--- src/rtl/i2c_pkg.sv ---
// rtl/i2c_pkg.sv - shared states, bus constants and address helper for the I2C target
package i2c_pkg;

    typedef enum logic [2:0] {
        ST_IDLE     = 3'd0,
        ST_ADDR     = 3'd1,
        ST_ADDR_ACK = 3'd2,
        ST_WR_DATA  = 3'd3,
        ST_WR_ACK   = 3'd4,
        ST_RD_DATA  = 3'd5,
        ST_RD_ACK   = 3'd6,
        ST_IGNORE   = 3'd7
    } i2c_state_t;

    // Level seen on SDA during the acknowledge slot
    localparam logic ACK  = 1'b0;
    localparam logic NACK = 1'b1;

    // Address byte carries the 7-bit address in [7:1] and R/W in [0]
    function automatic logic addr_match(input logic [7:0] addr_byte, input logic [6:0] own);
        return addr_byte[7:1] == own;
    endfunction

endpackage

--- src/rtl/i2c_sync_edge.sv ---
// rtl/i2c_sync_edge.sv - synchronizer and rise/fall detector for one bus line
module i2c_sync_edge #(
    parameter int STAGES = 2
) (
    input  logic Clock,
    input  logic Clear,
    input  logic din,
    output logic level,
    output logic rise,
    output logic fall
);

    logic [STAGES-1:0] sync_q;
    logic              prev_q;

    // Shift the raw line through the synchronizer and remember the previous synced value;
    // everything resets high, matching an idle (released) bus
    always_ff @(posedge Clock or negedge Clear) begin
        if (!Clear) begin
            sync_q <= '1;
            prev_q <= 1'b1;
        end else begin
            sync_q[0] <= din;
            for (int i = 1; i < STAGES; i++) begin
                sync_q[i] <= sync_q[i-1];
            end
            prev_q <= sync_q[STAGES-1];
        end
    end

    assign level = sync_q[STAGES-1];
    assign rise  = level & ~prev_q;
    assign fall  = ~level & prev_q;

endmodule

--- src/rtl/i2c_target.sv ---
// rtl/i2c_target.sv - I2C target with one address, byte write sink and byte read source
module i2c_target
    import i2c_pkg::*;
#(
    parameter logic [6:0] ADDR        = 7'h42,
    parameter int         SYNC_STAGES = 2
) (
    input  logic       Clock,
    input  logic       Clear,
    input  logic       scl_in,
    input  logic       sda_in,
    output logic       sda_oe,
    output logic [7:0] rx_data,
    output logic       rx_valid,
    input  logic [7:0] tx_data,
    output logic       tx_req,
    output logic       busy,
    output logic       nack_rx
);

    logic       scl, scl_rise, scl_fall;
    logic       sda, sda_rise, sda_fall;
    logic       start_det, stop_det;
    logic       last_bit;
    logic [7:0] byte_in;

    i2c_state_t state_q, state_d;
    logic [2:0] bit_cnt;
    logic [7:0] shift_q;
    logic       rw_q;
    logic       tx_load;

    i2c_sync_edge #(.STAGES(SYNC_STAGES)) u_scl (
        .Clock (Clock),
        .Clear (Clear),
        .din   (scl_in),
        .level (scl),
        .rise  (scl_rise),
        .fall  (scl_fall)
    );

    i2c_sync_edge #(.STAGES(SYNC_STAGES)) u_sda (
        .Clock (Clock),
        .Clear (Clear),
        .din   (sda_in),
        .level (sda),
        .rise  (sda_rise),
        .fall  (sda_fall)
    );

    assign start_det = sda_fall & scl;
    assign stop_det  = sda_rise & scl;
    assign last_bit  = (bit_cnt == 3'd7);
    assign byte_in   = {shift_q[6:0], sda};

    // State register
    always_ff @(posedge Clock or negedge Clear) begin
        if (!Clear) begin
            state_q <= ST_IDLE;
        end else begin
            state_q <= state_d;
        end
    end

    // Next state: bus conditions override everything; in the ACK slots sda_oe marks
    // whether the first falling edge (start of our ACK) has already happened
    always_comb begin
        state_d = state_q;
        if (stop_det) begin
            state_d = ST_IDLE;
        end else if (start_det) begin
            state_d = ST_ADDR;
        end else begin
            case (state_q)
                ST_ADDR: begin
                    if (scl_rise && last_bit) begin
                        state_d = addr_match(byte_in, ADDR) ? ST_ADDR_ACK : ST_IGNORE;
                    end
                end
                ST_ADDR_ACK: begin
                    if (scl_fall && sda_oe) begin
                        state_d = rw_q ? ST_RD_DATA : ST_WR_DATA;
                    end
                end
                ST_WR_DATA: begin
                    if (scl_rise && last_bit) begin
                        state_d = ST_WR_ACK;
                    end
                end
                ST_WR_ACK: begin
                    if (scl_fall && sda_oe) begin
                        state_d = ST_WR_DATA;
                    end
                end
                ST_RD_DATA: begin
                    if (scl_rise && last_bit) begin
                        state_d = ST_RD_ACK;
                    end
                end
                ST_RD_ACK: begin
                    if (scl_rise) begin
                        state_d = (sda == ACK) ? ST_RD_DATA : ST_IGNORE;
                    end
                end
                default: state_d = state_q;
            endcase
        end
    end

    // Datapath: bit counter, shift register, SDA drive and the one-cycle status pulses
    always_ff @(posedge Clock or negedge Clear) begin
        if (!Clear) begin
            sda_oe   <= 1'b0;
            rx_data  <= 8'h00;
            rx_valid <= 1'b0;
            tx_req   <= 1'b0;
            busy     <= 1'b0;
            nack_rx  <= 1'b0;
            bit_cnt  <= 3'd0;
            shift_q  <= 8'h00;
            rw_q     <= 1'b0;
            tx_load  <= 1'b0;
        end else begin
            rx_valid <= 1'b0;
            tx_req   <= 1'b0;
            nack_rx  <= 1'b0;
            tx_load  <= tx_req;
            if (stop_det) begin
                sda_oe  <= 1'b0;
                busy    <= 1'b0;
                bit_cnt <= 3'd0;
            end else if (start_det) begin
                sda_oe  <= 1'b0;
                bit_cnt <= 3'd0;
            end else begin
                case (state_q)
                    ST_ADDR: begin
                        if (scl_rise) begin
                            shift_q <= byte_in;
                            bit_cnt <= bit_cnt + 3'd1;
                            if (last_bit) begin
                                rw_q <= sda;
                                if (addr_match(byte_in, ADDR)) begin
                                    busy   <= 1'b1;
                                    tx_req <= sda;
                                end
                            end
                        end
                    end
                    ST_ADDR_ACK, ST_WR_ACK: begin
                        if (scl_fall) begin
                            if (!sda_oe) begin
                                sda_oe <= 1'b1;
                            end else if (state_q == ST_ADDR_ACK && rw_q) begin
                                // End of address ACK on a read also launches data bit 7
                                sda_oe <= ~shift_q[7];
                            end else begin
                                sda_oe <= 1'b0;
                            end
                        end
                    end
                    ST_WR_DATA: begin
                        if (scl_rise) begin
                            shift_q <= byte_in;
                            bit_cnt <= bit_cnt + 3'd1;
                            if (last_bit) begin
                                rx_data  <= byte_in;
                                rx_valid <= 1'b1;
                            end
                        end
                    end
                    ST_RD_DATA: begin
                        if (scl_rise) begin
                            shift_q <= {shift_q[6:0], 1'b0};
                            bit_cnt <= bit_cnt + 3'd1;
                        end else if (scl_fall) begin
                            sda_oe <= ~shift_q[7];
                        end
                    end
                    ST_RD_ACK: begin
                        if (scl_fall) begin
                            sda_oe <= 1'b0;
                        end
                        if (scl_rise) begin
                            tx_req  <= (sda == ACK);
                            nack_rx <= (sda == NACK);
                        end
                    end
                    default: begin
                    end
                endcase
            end
            // Next read byte arrives two cycles after tx_req; bus edges are far apart
            if (tx_load) begin
                shift_q <= tx_data;
            end
        end
    end

endmodule

--- config.mk ---
export PLATFORM = sky130hd
export DESIGN_NAME = i2c_target
export DESIGN_NICKNAME = d
export VERILOG_FILES = /design/src/rtl/i2c_pkg.sv /design/src/rtl/i2c_sync_edge.sv /design/src/rtl/i2c_target.sv
export SDC_FILE = /design/constraint.sdc
export NUM_CORES = 1
export LEC_CHECK = 0
export CAP_MARGIN = 40
export CORE_ASPECT_RATIO = 0.6
export CORE_UTILIZATION = 35
export DETAILED_ROUTE_END_ITERATION = 10
export GPL_TIMING_DRIVEN = 0
export PLACE_DENSITY = 0.56
export SLEW_MARGIN = 25
export SYNTH_ARGS = -nofsm -noshare
export SYNTH_HDL_FRONTEND = slang
export SYNTH_HIERARCHICAL = 1
export SYNTH_SLANG_ARGS = --single-unit
--- constraint.sdc ---
create_clock -name Clock -period 2 [get_ports Clock]
set_input_delay 0.2 -clock Clock [delete_from_list [all_inputs] [get_ports Clock]]
set_output_delay 0.2 -clock Clock [all_outputs]
set_load 0.01 [all_outputs]
# --- Word-level counts from Yosys, hierarchy flattened ---
# Cells that the tools add are included.
word_totals:
  output_inout_bits: 13
  ff_bits: 35
  wordCells: 127
  input_bits: 12
classes:
  addsub: 1
  n_reduce_logical: 22
  eq_ne: 23
  n_bitwise: 13
  muxes: 53
ops:
  columns: ["operator", "count"]
  rows:
  - ["$mux 3", 14]
  - ["$mux 8", 5]
  - ["$ne 4x4->1 const B", 10]
  - ["$mux 1", 29]
  - ["$reduce_and 5->1", 5]
  - ["$pmux 3 s6", 1]
  - ["$pmux 8 s2", 1]
  - ["$eq 3x3->1 const B", 4]
  - ["$reduce_bool 3->1", 3]
  - ["$reduce_bool 2->1", 4]
  - ["$reduce_bool 8->1", 1]
  - ["$eq 7x7->1 const B", 1]
  - ["$not 1->1", 7]
  - ["$reduce_and 7->1", 1]
  - ["$and 1x1->1", 6]
  - ["$eq 3x2->1 const B", 2]
  - ["$ne 2x1->1 const B", 3]
  - ["$reduce_bool 5->1", 1]
  - ["$reduce_or 2->1", 2]
  - ["$add 3x1->3 const B", 1]
  - ["$eq 3x1->1 const B", 1]
  - ["$logic_and 1x1->1", 3]
  - ["$ne 3x1->1 const B", 1]
  - ["$ne 3x3->1 const B", 1]
  - ["5 further kinds", 5]

# --- Logic depth before layout (Yosys ltp) ---
# Gate-level depths: netlist of the first run.
logic_depth:
  word_depth: 8
  mapped_depth: 7

# --- Modules after synthesis ---
# Netlist of the first run, hierarchy kept.
by_module_without_submodules:
  columns: ["mod", "cells_per_inst", "area_per_inst_um2", "seq_area_each_um2", "instances"]
  rows:
  - ["i2c_target", 135, 1473.9, 725.7, 1]
  - ["i2c_sync_edge", 5, 93.8, 78.8, 2]

# --- Worst setup path before layout of the first run ---
# Ideal clock, no wire load.
synth_path:
  path_kind: "register to register"
  start: "reg u_sda.sync_q[1]"
  end: "reg shift_q[0]"
  required_ps: 1875
  slack_ps: -47
  t_arrival_ps: 1922
  stages_incl_launch_ff: 7
  cell_sequence: "dfstp_2 > and2b_2 > o21a_4 > nor3b_2 > buf_6 > mux2_4 > mux2_2"
synth_between:
  elab_chain_len: 5
  elab_cells_between_ends: 13
  classes_between: "eq/ne: 2; mux: 5; bitwise: 5; reduce/logical: 1"
synth_rtl:
  columns: ["element", "line_no", "rtl"]
  rows:
  - ["from (decl)", "i2c_sync_edge.sv:13", "logic [STAGES-1:0] sync_q;"]
  - ["from (signal, indexed assignment)", "i2c_sync_edge.sv:25", "sync_q[i] <= sync_q[i-1];"]
  - ["$not 1->1", "i2c_sync_edge.sv:33", "assign fall = ~level & prev_q;"]
  - ["$and 1x1->1", "i2c_sync_edge.sv:33", null]
  - ["net sda_fall", "i2c_target.sv:22", "logic sda, sda_rise, sda_fall;"]
  - ["$and 1x1->1", "i2c_target.sv:51", "assign start_det = sda_fall & scl;"]
  - ["$ne 2x1->1 (no line)", null, null]
  - ["$reduce_and 5->1 (no line)", null, null]
  - ["to (signal assigned)", "i2c_target.sv:139", "shift_q <= byte_in;"]
  - ["to (signal assigned)", "i2c_target.sv:164", "shift_q <= byte_in;"]
  - ["to (signal assigned)", "i2c_target.sv:174", "shift_q <= {shift_q[6:0], 1'b0};"]
  - ["to (decl)", "i2c_target.sv:29", "logic [7:0] shift_q;"]
# The timed path passes the listed nets, and every way through them passes these cells. The select of a mux whose other input is x is not followed.
# A chain may end at the register's enable or synchronous reset.

# --- Worst setup path after layout of the first run ---
# Ends and elaborated chain as after synthesis.

==> results_dict.tcl, run 1 <==
set metrics [dict create \
    syn_to_final_growth_pct 32.4 \
    cts_tree "yes" \
    critPathMaxStageDelay_ps 540 \
    syn_avg_cell_area_um2 11.5 \
    r2r_start "u_sda/sync_q[1]" \
    worstMarginPinSlew_ps 529 \
    maxCapViolCount 0 \
    overflow 0 \
    ys_seq_area_frac 0.532 \
    port_buffers 24 \
    synth_ff_type "dfrtp_1" \
    synth_async_sr_flop_share 1.00 \
    post-route-util 0.509 \
    yosysUniqueCellTypes 38 \
    yosys.area_share.simple 0.142 \
    fin_cells 249 \
    yosys-top-cells-area "dfrtp_1 (44%), dfstp_2 (9.5%), mux2_2 (7.5%)" \
    drive_gt1_frac 0.265 \
    min_to "u_scl/sync_q[0]" \
    dr_wl_met3_um 262 \
    min_from "scl_in" \
    critPathSlowestCell "dfstp_2" \
    grt_pass1_vias 1245 \
    cts_buffers 5 \
    fmax_mhz 500 \
    synth-compound-area-share 0.121 \
    drt_iter0_drc 75 \
    slew_headroom 0.642 \
    hold_violations 0 \
    synth_edf_count 0 \
    start_util 0.384 \
    hp-class "input pin to flip-flop" \
    cts_root_buf "clkbuf_8" \
    grt_max_degree 23 \
    top_layer "met4" \
    ioPinCount 25 \
    yosys.area.top_type_share 0.437 \
    routed_via_density 5.04 \
    synth_top_family_by_area "multiplexers" \
    drt_wl_total_um 3690 \
    cts.clk_slew.worst_paths_ps 70 \
    period_share 1.00 \
    cp_top_family "flip-flops" \
    met2_length_um 1430 \
    synth_nets 159 \
    place_ws_ps -181 \
    fin_hold_ws_ps 319 \
    reg2reg_slack_ps 0.6 \
    clock-sinks 35 \
    synthesis.area_mm2 0.00166 \
    grt_pass1_wl_um 6100 \
    p_per_area_mw_per_mm2 766 \
    synth_fa_ha_area_frac 0.0151 \
    antenna_left 0 \
    insertion_delay_ps 290 \
    yosys_warnings 6 \
    die_x_um 91.0 \
    die_h_um 55.4 \
    worstPathBufferInverterCount 1 \
    ys_ff_latch 35 \
    path_class "flip-flop to flip-flop" \
    rows 18 \
    startpoint_type "flip-flop" \
    worstPathRequired_ps 2170 \
    drc_errors 0 \
    reg2regPathDepth 6 \
    r2r-end "shift_q[0]" \
    cp-end-kind "flip-flop" \
    crit_fanout 6 \
    dp.cells 230 \
    tns_ps 0 \
    yosysMostFrequentCell "dfrtp_1" \
    diodes 0 \
    clk_path_buf_depth 2 \
    synth_xor_area_frac 0.0105 \
    skew_ps 8.37 \
    globalplace.congestion 0.818 \
    fin_nets 202 \
    p_leak_nw 0.969 \
    crit_chain "and2b_2, o21a_4, nor3b_4, buf_6, mux2_4, mux2_2" \
    synth_mux_area_frac 0.144 \
    yosys.area.top_type "dfrtp_1" \
    slew_violations 0 \
    rsz0062_at_grt "true" \
    synth_commonest_cells "dfrtp_1 (29), nand2_1 (14), o21ai_0 (13)" \
    fin_ws_ps 0.582 \
    min_path_cells 1 \
    synthCells 145 \
    drt-met1-wl_um 1950 \
    fp.dieArea_mm2 0.00504 \
    grt_use_total 0.158 \
    core_mm2 0.00432 \
    crit_arrival_ps 2170 \
    drt_pass1_iterations 5 \
    placed_area_mm2 0.00200 \
    ir_drop_v 0.000354 \
    antenna_found_initial 0 \
    vias 1254 \
    hpwlAfterDp_um 2640 \
    min_period_ps 2000 \
    power_mw 1.68 \
    setup_violations 0 \
    wl_per_cell_um 14.8 \
    cts_max_level 2 \
    status "completed" \
    final_cell_area_mm2 0.00220 \
]
sequential cells by signal, indices dropped and copies added, names as in the netlist:
name,count
tx_req,1
rw_q,1
shift_q,8
busy,1
nack_rx,1
u_scl/sync_q,2
tx_load,1
u_sda/sync_q,2
state_q,3
u_sda/prev_q,1
rx_data,8
bit_cnt,3
rx_valid,1
sda_oe,1
u_scl/prev_q,1
repair_timing:
action | in CTS | in global routing
endpoints found under the hold margin | 7 | 0
endpoints found under the setup margin | 9 | 17
hold buffers | 1 | 0
pin swaps | 0 | 1
gates resized for setup | 2 | 2
buffers inserted | 3 | 7
routing by layer:
metal / vias up / GRT usage
met5: - / 0
li1: 601 / -
met3: 6 / 0.0468
met1: 604 / 0.241
met2: 43 / 0.210
met4: 0 / 0.0476
power by group:
part / switching (mW) / internal [mW] / total [mW]
Sequential: 0.102 / 0.805 / 0.906
Combinational: 0.118 / 0.137 / 0.254
Clock: 0.246 / 0.278 / 0.523
Total: 0.465 / 1.22 / 1.68
how the worst max path moves through the flow:
stage / start / to / cells after the start
after global placement: u_sda/sync_q[1] / shift_q[0] / 6
after detailed placement: u_sda/sync_q[1] / shift_q[0] / 6
final: u_sda/sync_q[1] / shift_q[0] / 6
after CTS: u_sda/sync_q[1] / shift_q[0] / 6
after global routing: u_sda/sync_q[1] / shift_q[0] / 6
after floorplan: u_sda/sync_q[1] / shift_q[0] / 6
final cells by class:
cell class                      instances  area, µm²
Timing Repair Buffer                   36        348
Buffer                                  6       40.0
Inverter                                6       22.5
Clock inverter                          1       5.00
Sequential cell                        35        883
Multi-Input combinational cell         98        739
Clock buffer                            7       86.3
Tap cell                               60       75.1
Fill cell                             412       2120
kinds of logic (layout without fill, tap and decap cells):
logic type	count (synthesis)	after routing
flip-flops	35	35
multiplexers	22	22
buffers and inverters	12	56
XOR/XNOR	2	2
AO/OA/AOI/OAI	29	29
adder cells (fa/ha/maj)	2	2
AND/OR/NAND/NOR	43	43
cells in the final DEF, fill, tap and decap left out, types with 3 or more instances in the layout:
cell type        instances
a211oi_1                 3
a21oi_1                  4
buf_2                    3
buf_4                   12
clkbuf_8                 6
clkdlybuf4s50_1         23
dfrtp_1                 29
dfstp_2                  6
inv_1                    6
mux2_2                  11
mux2i_1                 10
nand2_1                 14
nand3_1                  3
nor2_1                   9
nor2b_1                  4
o21ai_0                 13
No activity file was read; power rests on OpenSTA's default activity.
==> run 2, diff against run 1 <==
--- a/config.mk
+++ b/config.mk
@@ -10,7 +10,7 @@
 export CORE_UTILIZATION = 35
 export DETAILED_ROUTE_END_ITERATION = 10
 export GPL_TIMING_DRIVEN = 0
-export PLACE_DENSITY = 0.56
+export PLACE_DENSITY = 0.54
 export SLEW_MARGIN = 25
 export SYNTH_ARGS = -nofsm -noshare
 export SYNTH_HDL_FRONTEND = slang
==> constraint.sdc (replaced) <==
create_clock -name Clock -period 2.1 [get_ports Clock]
set_input_delay 0.21 -clock Clock [delete_from_list [all_inputs] [get_ports Clock]]
set_output_delay 0.21 -clock Clock [all_outputs]
set_load 0.01 [all_outputs]
==> run 2 against run 1 <==
Compared with the run above: utilization shrank 0.84 points; fmax shrank 2.2%; count of clock-buffer cells in the layout shrank 1; first-iteration DRC count grew 15%; non-clock buffer count shrank 7; clock power grew 20%; sequential power shrank 4.9%; die area is the same; via count shrank 2.2%; total power grew 2.0%; setup slack gained 55 ps; cell count shrank 2.8%.
==> results_dict.tcl, run 2 (same netlist as run 1, synthesis figures left out) <==
set metrics [dict create \
    status "completed" \
    start_util 0.384 \
    cts.clk_slew.worst_paths_ps 70 \
    path_class "flip-flop to flip-flop" \
    die_x_um 91.0 \
    power_frac_clock 0.366 \
    setup_violations 0 \
    hold_violations 0 \
    cts_buffers 5 \
    cts_root_buf "clkbuf_8" \
    slew_headroom 0.687 \
    ioPinCount 25 \
    top_regs "rx_data x8, shift_q x8" \
    post-route-util 0.500 \
    vias 1226 \
    antenna_found_initial 0 \
    hp-class "input pin to flip-flop" \
    startpoint_type "flip-flop" \
    p_int_mw 1.27 \
    tns_ps 0 \
    crit_fanout 9 \
    fmax_mhz 489 \
    cp-end-kind "flip-flop" \
    fillers 405 \
    drt_wl_total_um 3560 \
    insertion_delay_ps 280 \
    pwr-share-seq 0.502 \
    period_share 0.973 \
    p_per_area_mw_per_mm2 794 \
    drc_errors 0 \
    clock-sinks 35 \
    syn_to_final_growth_pct 30.2 \
    power_switching_mw 0.447 \
    wl_per_cell_um 14.7 \
    netSwitchingFraction 0.260 \
    core_mm2 0.00432 \
    met3_usage 0.0427 \
    die_h_um 55.4 \
    port_buffers 24 \
    globalplace.congestion 0.867 \
    drt_pass1_iterations 4 \
    drive_gt1_frac 0.242 \
    clk_path_buf_depth 2 \
    cts_max_level 2 \
    skew_ps 1.52 \
    fin_ws_ps 55.8 \
    crit_arrival_ps 2220 \
    final_common_cell "dfrtp_1" \
    use_met1 0.241 \
    hpwlAfterDp_um 2550 \
    grt_max_degree 19 \
    fp.dieArea_mm2 0.00504 \
    rows 18 \
    rsz0062_at_grt "false" \
    routed_via_density 5.07 \
    regArea_um2 883 \
    worstPathRequired_ps 2270 \
    slew_violations 0 \
    ir_drop_v 0.000378 \
    cts_tree "yes" \
    pwr-share-comb 0.133 \
    grt_use_total 0.157 \
    fin_hold_ws_ps 324 \
    busiest_layer "met1" \
    grt_pass1_vias 1186 \
    min_period_ps 2040 \
    p_leak_nw 0.946 \
    fin_nets 195 \
    multi_input_area_um2 729 \
    overflow 0 \
    place_ws_ps -109 \
    antenna_left 0 \
    diodes 0 \
    final_cell_mix "dfrtp_1 (29), clkdlybuf4s50_1 (23), nand2_1 (14)" \
    grtUsageMet2 0.207 \
    grt_pass1_wl_um 5950 \
    drt_iter0_drc 86 \
    maxCapViolCount 0 \
    worstMarginPinSlew_ps 463 \
]
[run 2: per-layer routing]
layer / vias to the layer above / routed length, µm
met5: - / 0
met4: 0 / 44
met3: 7 / 221
met2: 39 / 1370
met1: 588 / 1930
li1: 592 / -
[run 2: worst paths after layout]
kind	slack (ps)	start	cells past startpoint	end
min reg2reg	360	u_scl/sync_q[0]	0	u_scl/sync_q[1]
max	60	u_sda/sync_q[1]	6	shift_q[0]
min in group asynchronous	410	Clear	2	rx_data[1]
min	320	scl_in	1	u_scl/sync_q[0]
max reg2reg	60	u_sda/sync_q[1]	6	shift_q[0]
max in group asynchronous	1250	Clear	3	rx_data[7]
[run 2: power by group through the flow]
| stage | sequential, mW | clock, mW | combinational (mW) |
|---|---|---|---|
| after floorplan | 0.840 | 0 | 0.151 |
| after global placement | 0.875 | 0 | 0.206 |
| after detailed placement | 0.876 | 0 | 0.215 |
| after CTS | 0.861 | 0.646 | 0.225 |
| after global routing | 0.877 | 0.670 | 0.258 |
| final | 0.862 | 0.628 | 0.228 |
[run 2: repair_timing]
action,4_1_cts,5_1_grt
endpoints found under the setup margin,9,9
gates cloned,0,0
setup buffers,2,1
gates resized for setup,1,2
hold endpoints to repair,11,0
hold buffers,1,0
[run 2: metrics by stage]
stage | instance area [µm²] | total power, mW | std cells
after floorplan | 1660 | 0.990 | 145
after global routing | 2160 | 1.81 | 242
final | 2160 | 1.72 | 242
after CTS | 2140 | 1.73 | 241
after detailed placement | 2000 | 1.09 | 230
after global placement | 1980 | 1.08 | 229
[run 2: final cells by class]
type	instances	area share
clock buffer	6	0.0382
tap	60	0.0347
sequential	35	0.408
clock inverter	2	0.0162
multi-input combinational	98	0.337
inverter	6	0.0104
timing repair buffer	29	0.136
buffer	6	0.0185
[run 2: worst max-delay path, stage by stage (launching register included)]
cell and delay, ps:
dfstp_2 530, and2b_2 240, o21a_4 270, nor3b_2 230, buf_6 130, mux2_4 280
mux2_2 250
